`config.mk`:
```
export PLATFORM = sky130hd
export DESIGN_NAME = sync_ram_fifo
export DESIGN_NICKNAME = d
export VERILOG_FILES = /design/src/rtl/sync_ram_fifo_pkg.sv /design/src/rtl/sync_ram_fifo_mem.sv /design/src/rtl/sync_ram_fifo.sv
export SDC_FILE = /design/constraint.sdc
export NUM_CORES = 2
export LEC_CHECK = 0
export CAP_MARGIN = 10
export CORE_MARGIN = 8
export CORE_UTILIZATION = 30
export CTS_BUF_LIST = sky130_fd_sc_hd__clkbuf_16
export CTS_CLUSTER_DIAMETER = 60
export DETAILED_ROUTE_END_ITERATION = 8
export GPL_ROUTABILITY_DRIVEN = 0
export PLACE_DENSITY = 0.48
export SLEW_MARGIN = 25
export SYNTH_ARGS = -nofsm -noshare
export SYNTH_HDL_FRONTEND = slang
export SYNTH_SLANG_ARGS = --single-unit
```
`constraint.sdc`:
```
create_clock -name clk -period 10.2 [get_ports clk]
set_input_delay 1.02 -clock clk [delete_from_list [all_inputs] [get_ports clk]]
set_output_delay 1.02 -clock clk [all_outputs]
set_load 0.005 [all_outputs]
```
`src/rtl/sync_ram_fifo_pkg.sv`:
```
// Shared defaults and elaboration helpers for the single-clock RAM FIFO.
// Holds only constants and a constant function; widths are derived per module.
package sync_ram_fifo_pkg;

    localparam int FIFO_DEF_DATA_WIDTH = 8;
    localparam int FIFO_DEF_DEPTH      = 256;
    localparam int FIFO_AFULL_MARGIN   = 4;
    localparam int FIFO_DEF_AEMPTY_LVL = 4;
    localparam int FIFO_MIN_DEPTH      = 4;

    function automatic bit is_pow2(input int v);
        return (v > 0) && ((v & (v - 1)) == 0);
    endfunction

endpackage

```
`src/rtl/sync_ram_fifo_mem.sv`:
```
// Storage for sync_ram_fifo: one write port, one registered read port.
// The array itself has no reset; only the read register clears.
module fifo_mem #(
    parameter int DATA_WIDTH = 8,
    parameter int DEPTH      = 256
) (
    input  logic                     clk,
    input  logic                     rst,
    input  logic                     we,
    input  logic [$clog2(DEPTH)-1:0] waddr,
    input  logic [DATA_WIDTH-1:0]    wdata,
    input  logic                     re,
    input  logic [$clog2(DEPTH)-1:0] raddr,
    output logic [DATA_WIDTH-1:0]    rdata
);

    logic [DATA_WIDTH-1:0] mem [DEPTH];
    logic [DATA_WIDTH-1:0] rdata_q;
    logic [DATA_WIDTH-1:0] rdata_d;

    always_ff @(posedge clk) begin
        if (we) begin
            mem[waddr] <= wdata;
        end
    end

    // Read register holds its value unless a read is accepted.
    always_comb begin
        rdata_d = rdata_q;
        if (re) begin
            rdata_d = mem[raddr];
        end
    end

    always_ff @(posedge clk) begin
        if (rst) begin
            rdata_q <= '0;
        end else begin
            rdata_q <= rdata_d;
        end
    end

    assign rdata = rdata_q;

endmodule

```
`src/rtl/sync_ram_fifo.sv`:
```
// Single-clock FIFO over a registered-read RAM with wrap-bit pointers.
// Define FIFO_ALMOST_EN to add the almost_full / almost_empty ports.
module sync_ram_fifo
    import sync_ram_fifo_pkg::*;
#(
    parameter int DATA_WIDTH = FIFO_DEF_DATA_WIDTH,
    parameter int DEPTH      = FIFO_DEF_DEPTH,
    parameter int AFULL_LVL  = DEPTH - FIFO_AFULL_MARGIN,
    parameter int AEMPTY_LVL = FIFO_DEF_AEMPTY_LVL
) (
    input  logic                       clk,
    input  logic                       rst,
    input  logic                       wr_en,
    input  logic [DATA_WIDTH-1:0]      data_in,
    input  logic                       rd_en,
    output logic [DATA_WIDTH-1:0]      data_out,
    output logic                       full,
    output logic                       empty,
    output logic [$clog2(DEPTH):0]     count,
    output logic                       overflow,
    output logic                       underflow
`ifdef FIFO_ALMOST_EN
    ,
    output logic                       almost_full,
    output logic                       almost_empty
`endif
);

    localparam int AW = $clog2(DEPTH);
    localparam int PW = AW + 1;

    if (!is_pow2(DEPTH) || DEPTH < FIFO_MIN_DEPTH ||
        AFULL_LVL < 0 || AFULL_LVL > DEPTH ||
        AEMPTY_LVL < 0 || AEMPTY_LVL > DEPTH) begin : g_bad_cfg
        $error("sync_ram_fifo: illegal DEPTH or threshold");
    end

    logic [PW-1:0] wr_ptr_q;
    logic [PW-1:0] wr_ptr_d;
    logic [PW-1:0] rd_ptr_q;
    logic [PW-1:0] rd_ptr_d;
    logic          overflow_q;
    logic          overflow_d;
    logic          underflow_q;
    logic          underflow_d;
    logic          wr_ok;
    logic          rd_ok;

    // Flags come only from registered pointers, never from the requests.
    always_comb begin
        empty = (wr_ptr_q == rd_ptr_q);
        full  = (wr_ptr_q[AW-1:0] == rd_ptr_q[AW-1:0]) &&
                (wr_ptr_q[AW] != rd_ptr_q[AW]);
        count = wr_ptr_q - rd_ptr_q;
    end

    always_comb begin
        wr_ok       = wr_en && !full;
        rd_ok       = rd_en && !empty;
        wr_ptr_d    = wr_ptr_q + {{AW{1'b0}}, wr_ok};
        rd_ptr_d    = rd_ptr_q + {{AW{1'b0}}, rd_ok};
        overflow_d  = wr_en && full;
        underflow_d = rd_en && empty;
    end

    always_ff @(posedge clk) begin
        if (rst) begin
            wr_ptr_q    <= '0;
            rd_ptr_q    <= '0;
            overflow_q  <= 1'b0;
            underflow_q <= 1'b0;
        end else begin
            wr_ptr_q    <= wr_ptr_d;
            rd_ptr_q    <= rd_ptr_d;
            overflow_q  <= overflow_d;
            underflow_q <= underflow_d;
        end
    end

    assign overflow  = overflow_q;
    assign underflow = underflow_q;

`ifdef FIFO_ALMOST_EN
    always_comb begin
        almost_full  = (count >= PW'(AFULL_LVL));
        almost_empty = (count <= PW'(AEMPTY_LVL));
    end
`endif

    fifo_mem #(
        .DATA_WIDTH (DATA_WIDTH),
        .DEPTH      (DEPTH)
    ) u_mem (
        .clk   (clk),
        .rst   (rst),
        .we    (wr_ok && !rst),
        .waddr (wr_ptr_q[AW-1:0]),
        .wdata (data_in),
        .re    (rd_ok),
        .raddr (rd_ptr_q[AW-1:0]),
        .rdata (data_out)
    );

endmodule

```
# Yosys cells after proc, flatten, opt, wreduce, memory -nomap -nowiden
# Memory sizes are Yosys's and may differ from the RTL's. A register that Yosys moved wholly into a read port is not among the register bits.
# Cells that the tools add are included.
classes:
  n_reduce_logical: 9
  mul: 0
  muxes: 2
  bitwise: 0
  div: 0
  n_addsub: 3
  n_eq_ne: 3
  order_cmp: 0
  shift: 0
ops:
  columns: ["op", "n"]
  rows:
  - ["$add A9 B1 Y9", 2]
  - ["$eq A9 B9 Y1", 1]
  - ["$sub A9 B9 Y9", 1]
  - ["$eq A8 B8 Y1", 1]
  - ["$logic_and A1 B1 Y1", 6]
  - ["$logic_not A1 Y1", 3]
  - ["$mux W1", 2]
  - ["$ne A1 B1 Y1", 1]
word_totals:
  mem_count: 1
  output_inout_bits: 21
  reg_bits: 20
  romBits: 0
  ramBits: 2048
  latch_bits: 0
  elab_cells: 22
memory_table:
  columns: ["memory", "words", "width", "rd", "rd_ports_with_merged_regs", "wr", "line", "rtl"]
  rows:
  - ["u_mem.mem", 256, 8, 1, 1, 1, "sync_ram_fifo_mem.sv:17", "logic [DATA_WIDTH-1:0] mem [DEPTH];"]

# Depth between registers and ports, before layout
logic_depth:
  ltp_word: 7
  depth_mapped: 14
  mapped_depth_nobuf: 11

# By module
# From an unflattened synthesis, not the netlist that was laid out.
hier_totals:
  cells_unflattened: 4087
  area_unflattened_um2: 81788.4
by_module_without_submodules:
  columns: ["mod", "area_per_inst_um2", "seq_area_each_um2", "instances", "cells_each"]
  rows:
  - ["fifo_mem", 80524.7, 61659.1, 1, 3938]
  - ["sync_ram_fifo", 1263.7, 400.4, 1, 149]

# Least setup slack after synthesis
# No wires, ideal clock.
synth_timing:
  path_kind: "reg-to-output"
  from: "register rd_ptr_q[2]"
  to: "output port count[7]"
  arrival_ps: 2676
  path_stages_with_launch: 13
  slack_ps: 6504
  t_required_ps: 9180
  path_cell_list: "dfxtp_1 inv_1 buf_2 clkbuf_1 clkbuf_1 ha_1 o21ai_0 a21boi_0 o21ai_0 nand2b_1 a21o_1 a21oi_1 xnor2_1"
synth_between:
  elab_chain_cells: 1
synth_rtl:
  columns: ["element", "line", "rtl"]
  rows:
  - ["from (decl)", "sync_ram_fifo.sv:40", "logic [PW-1:0] rd_ptr_q;"]
  - ["from (signal assigned)", "sync_ram_fifo.sv:74", "rd_ptr_q <= rd_ptr_d;"]
  - ["$sub A9 B9 Y9", "sync_ram_fifo.sv:54", "count = wr_ptr_q - rd_ptr_q;"]
  - ["to (decl)", "sync_ram_fifo.sv:19", "output logic [$clog2(DEPTH):0] count,"]
# No other way between the ends.

# Worst setup path in the final report
layout_timing:
  from: "register rd_ptr_q[1]"
  to: "output port count[8]"
# Same word-level chain as after synthesis.

==> run summary <==
outcome - complete, no violations
wire per inst - 31.3 um
setup TNS - 0 ps
Mapped Area - 80900 um2
hpwl dp - 141000 um
Yosys warnings - 0
Hold Crit Class - reg -> reg
routed wl met3 - 13800 um
share of cells above drive strength 1 - 0.225
Reg clk slew, reported paths - 60 ps
Routed Antenna Nets - 0
Max Clk Rate - 189 MHz
setup ws final - 4900 ps
CTS H-tree depth - 4
cell total after placement - 7309
die width - 535 um
synthesized flop and latch total - 2076
initial antenna violation count - 10
Hold Path Stages - 2
IO Port Bufs - 32
register area - 62100 um2
GR Overflow Total - 0
endpoints failing setup - 0
global-route wire length before repair - 335000 um
Mapped Nets - 3891
top-area cell type share of the netlist area - 0.760
drt initial violations - 4671
final non-filler cell total - 7716
Worst setup EP type - output pin
core box area - 268000 um2
drt total wl - 241000 um
register area share after synthesis - 0.767
most common flop cell mapped by yosys - edfxtp_1
area grow syn2layout - 14.2%
Highest Signal Layer - met4
Final Hold Viols - 0
Slew headroom - 0.241
vias in the first global route - 40485
largest net degree at the start of global routing - 153
Clock Tree Root - clkbuf_16
Vias/cell - 5.16
RSZ-0062 raised after global routing - false
postcts setup bufs - 0
hold_ws - 501 ps
Layout Utilization - 0.345
starting density of the core - 0.302
Pleak - 27.8 nW
R2R Path End - u_mem.rdata[4]$_SDFFE_PP0P_
Nets - 4003
Final period util - 0.519
Startpoint Class - register
drt drc - 0
DRT met1 WL - 105000 um
hold buffer count at cts - 0
Async S/R FF share, synth - 0
Site Rows - 190
Synth area leader - edfxtp_1
most instantiated cells after synthesis - edfxtp_1 (2048), mux4_2 (494), nor2_1 (304)
most frequent cell after synthesis - edfxtp_1
worst r2r src - rd_ptr_q[0]$_SDFF_PP0_
Hold Path End - wr_ptr_q[8]$_SDFF_PP0_
gr usage total - 0.164
Yosys cell types - 64
Hold Crit Start - wr_ptr_q[8]$_SDFF_PP0_
synthesized netlist cell count - 3866
die area - 287000 um2
Fin Clk Skew - 39.2 ps
Reg2Reg Depth - 10
io pins - 33
minimum clock period after layout - 5300 ps
Post-Place Setup Slack - 5110 ps
Slew @ Worst Pin - 1140 ps
vias post-DR - 39797
Multi-input gate area - 17700 um2
# fillers - 24978
EDFF count, synth - 2048
worst-path fanout max - 36
CP Data Arrival Time - 4280 ps
WP data required - 9180 ps
max_cap viols - 0
TritonCTS buffer count - 219
CTS resizes - 0
setup slack, reg-to-reg - 5090 ps
CTS tree - done
First-pass DRT Iterations - 5
Post-Syn Area per Cell - 20.9 um2
Slew Viols, Final - 0
worst skew pair latency - 860 ps
Longest Clk Path Bufs - 3
Sink Count - 2076
critical setup path kind - reg -> out
pwr dens - 209 nW/um2
ranking of synthesized cells by area - edfxtp_1 (76%), mux4_2 (14%), mux2i_1 (2.1%)
worst vdd ir - 0.167 mV
routed wl met2 - 115000 um
Chip Height - 535 um
==> routing by layer <==
layer  GRT usage  up-vias
met5           0        -
met4      0.0485        0
met3      0.0279      303
met2       0.266     1369
met1       0.228    21832
li1            -    16293
==> flip-flops by register name (all words and copies together) (netlist names) <==
| signal | count |
|---|---|
| rd_ptr_q | 9 |
| overflow | 1 |
| u_mem.mem | 2048 |
| wr_ptr_q | 9 |
| u_mem.rdata | 8 |
| underflow | 1 |
==> cells by family after synthesis <==
| logic type | Yosys count | synth area share |
|---|---|---|
| multiplexers | 668 | 0.159 |
| buffers and inverters | 241 | 0.0169 |
| adder cells (fa/ha/maj) | 13 | 0.00210 |
| AO/OA/AOI/OAI | 292 | 0.0244 |
| AND/OR/NAND/NOR | 556 | 0.0287 |
| flip-flops | 2076 | 0.767 |
| XOR/XNOR | 20 | 0.00216 |
==> worst max-delay path by stage <==
| stage | startpoint | end | slack, ps | cells past startpoint |
|---|---|---|---|---|
| final | rd_ptr_q[1]$_SDFF_PP0_ | count[8] | 4900 | 10 |
| after global routing | rd_ptr_q[1]$_SDFF_PP0_ | count[8] | 4810 | 10 |
| after CTS | rd_ptr_q[1]$_SDFF_PP0_ | count[8] | 4790 | 10 |
| after detailed placement | rd_ptr_q[0]$_SDFF_PP0_ | u_mem.rdata[4]$_SDFFE_PP0P_ | 5110 | 10 |
| after global placement | rst | u_mem.mem[109][7]$_DFFE_PP_ | 4470 | 7 |
| after floorplan | rd_ptr_q[2]$_SDFF_PP0_ | count[7] | 6500 | 12 |
==> cells in the final DEF, fill, tap and decap left out, types with 13 or more instances in the layout <==
cell	instances
edfxtp_1	2048
mux4_2	494
nor2_1	302
clkbuf_16	224
mux2i_1	171
nand2_1	124
buf_4	76
clkinv_1	57
a21oi_1	55
inv_1	51
o21ai_0	36
nand3_1	34
clkinv_2	34
a22oi_1	32
o221ai_1	24
clkdlybuf4s50_1	24
dfxtp_1	23
o21ai_1	22
a221oi_1	20
a211oi_1	19
bufinv_16	19
a31oi_1	18
o22ai_1	18
nand4_1	13
==> area by class of cell <==
type,count,area share
timing repair buffer,117,0.0120
multi-input combinational,1549,0.191
antenna,1,0.0000271
clock inverter,182,0.0159
sequential,2076,0.672
tap,3552,0.0481
clock buffer,224,0.0606
inverter,15,0.000690
==> stage by stage <==
step	area, um2	power [mW]
finish	92400	19.3
global placement	85300	11.7
floorplan	80900	11.0
CTS	92400	19.5
global route	92400	19.9
detailed placement	85400	11.7
==> worst max-delay path: stages (launching register included) <==
cell	delay (ps)
dfxtp_4	710
inv_2	150
buf_4	380
fa_1	530
nand2_1	90
nand2_1	50
a21oi_1	290
o21ai_0	120
nor2_1	120
xor2_1	400
clkdlybuf4s50_1	600
==> power breakdown <==
| group | switching (mW) | leakage (nW) | internal (mW) |
|---|---|---|---|
| combinational | 1.14 | 5.53 | 0.895 |
| sequential | 0.0478 | 18.6 | 9.38 |
| clock | 3.39 | 3.59 | 4.46 |
| total | 4.58 | 27.8 | 14.7 |
Power figures use the tool's default switching activity.
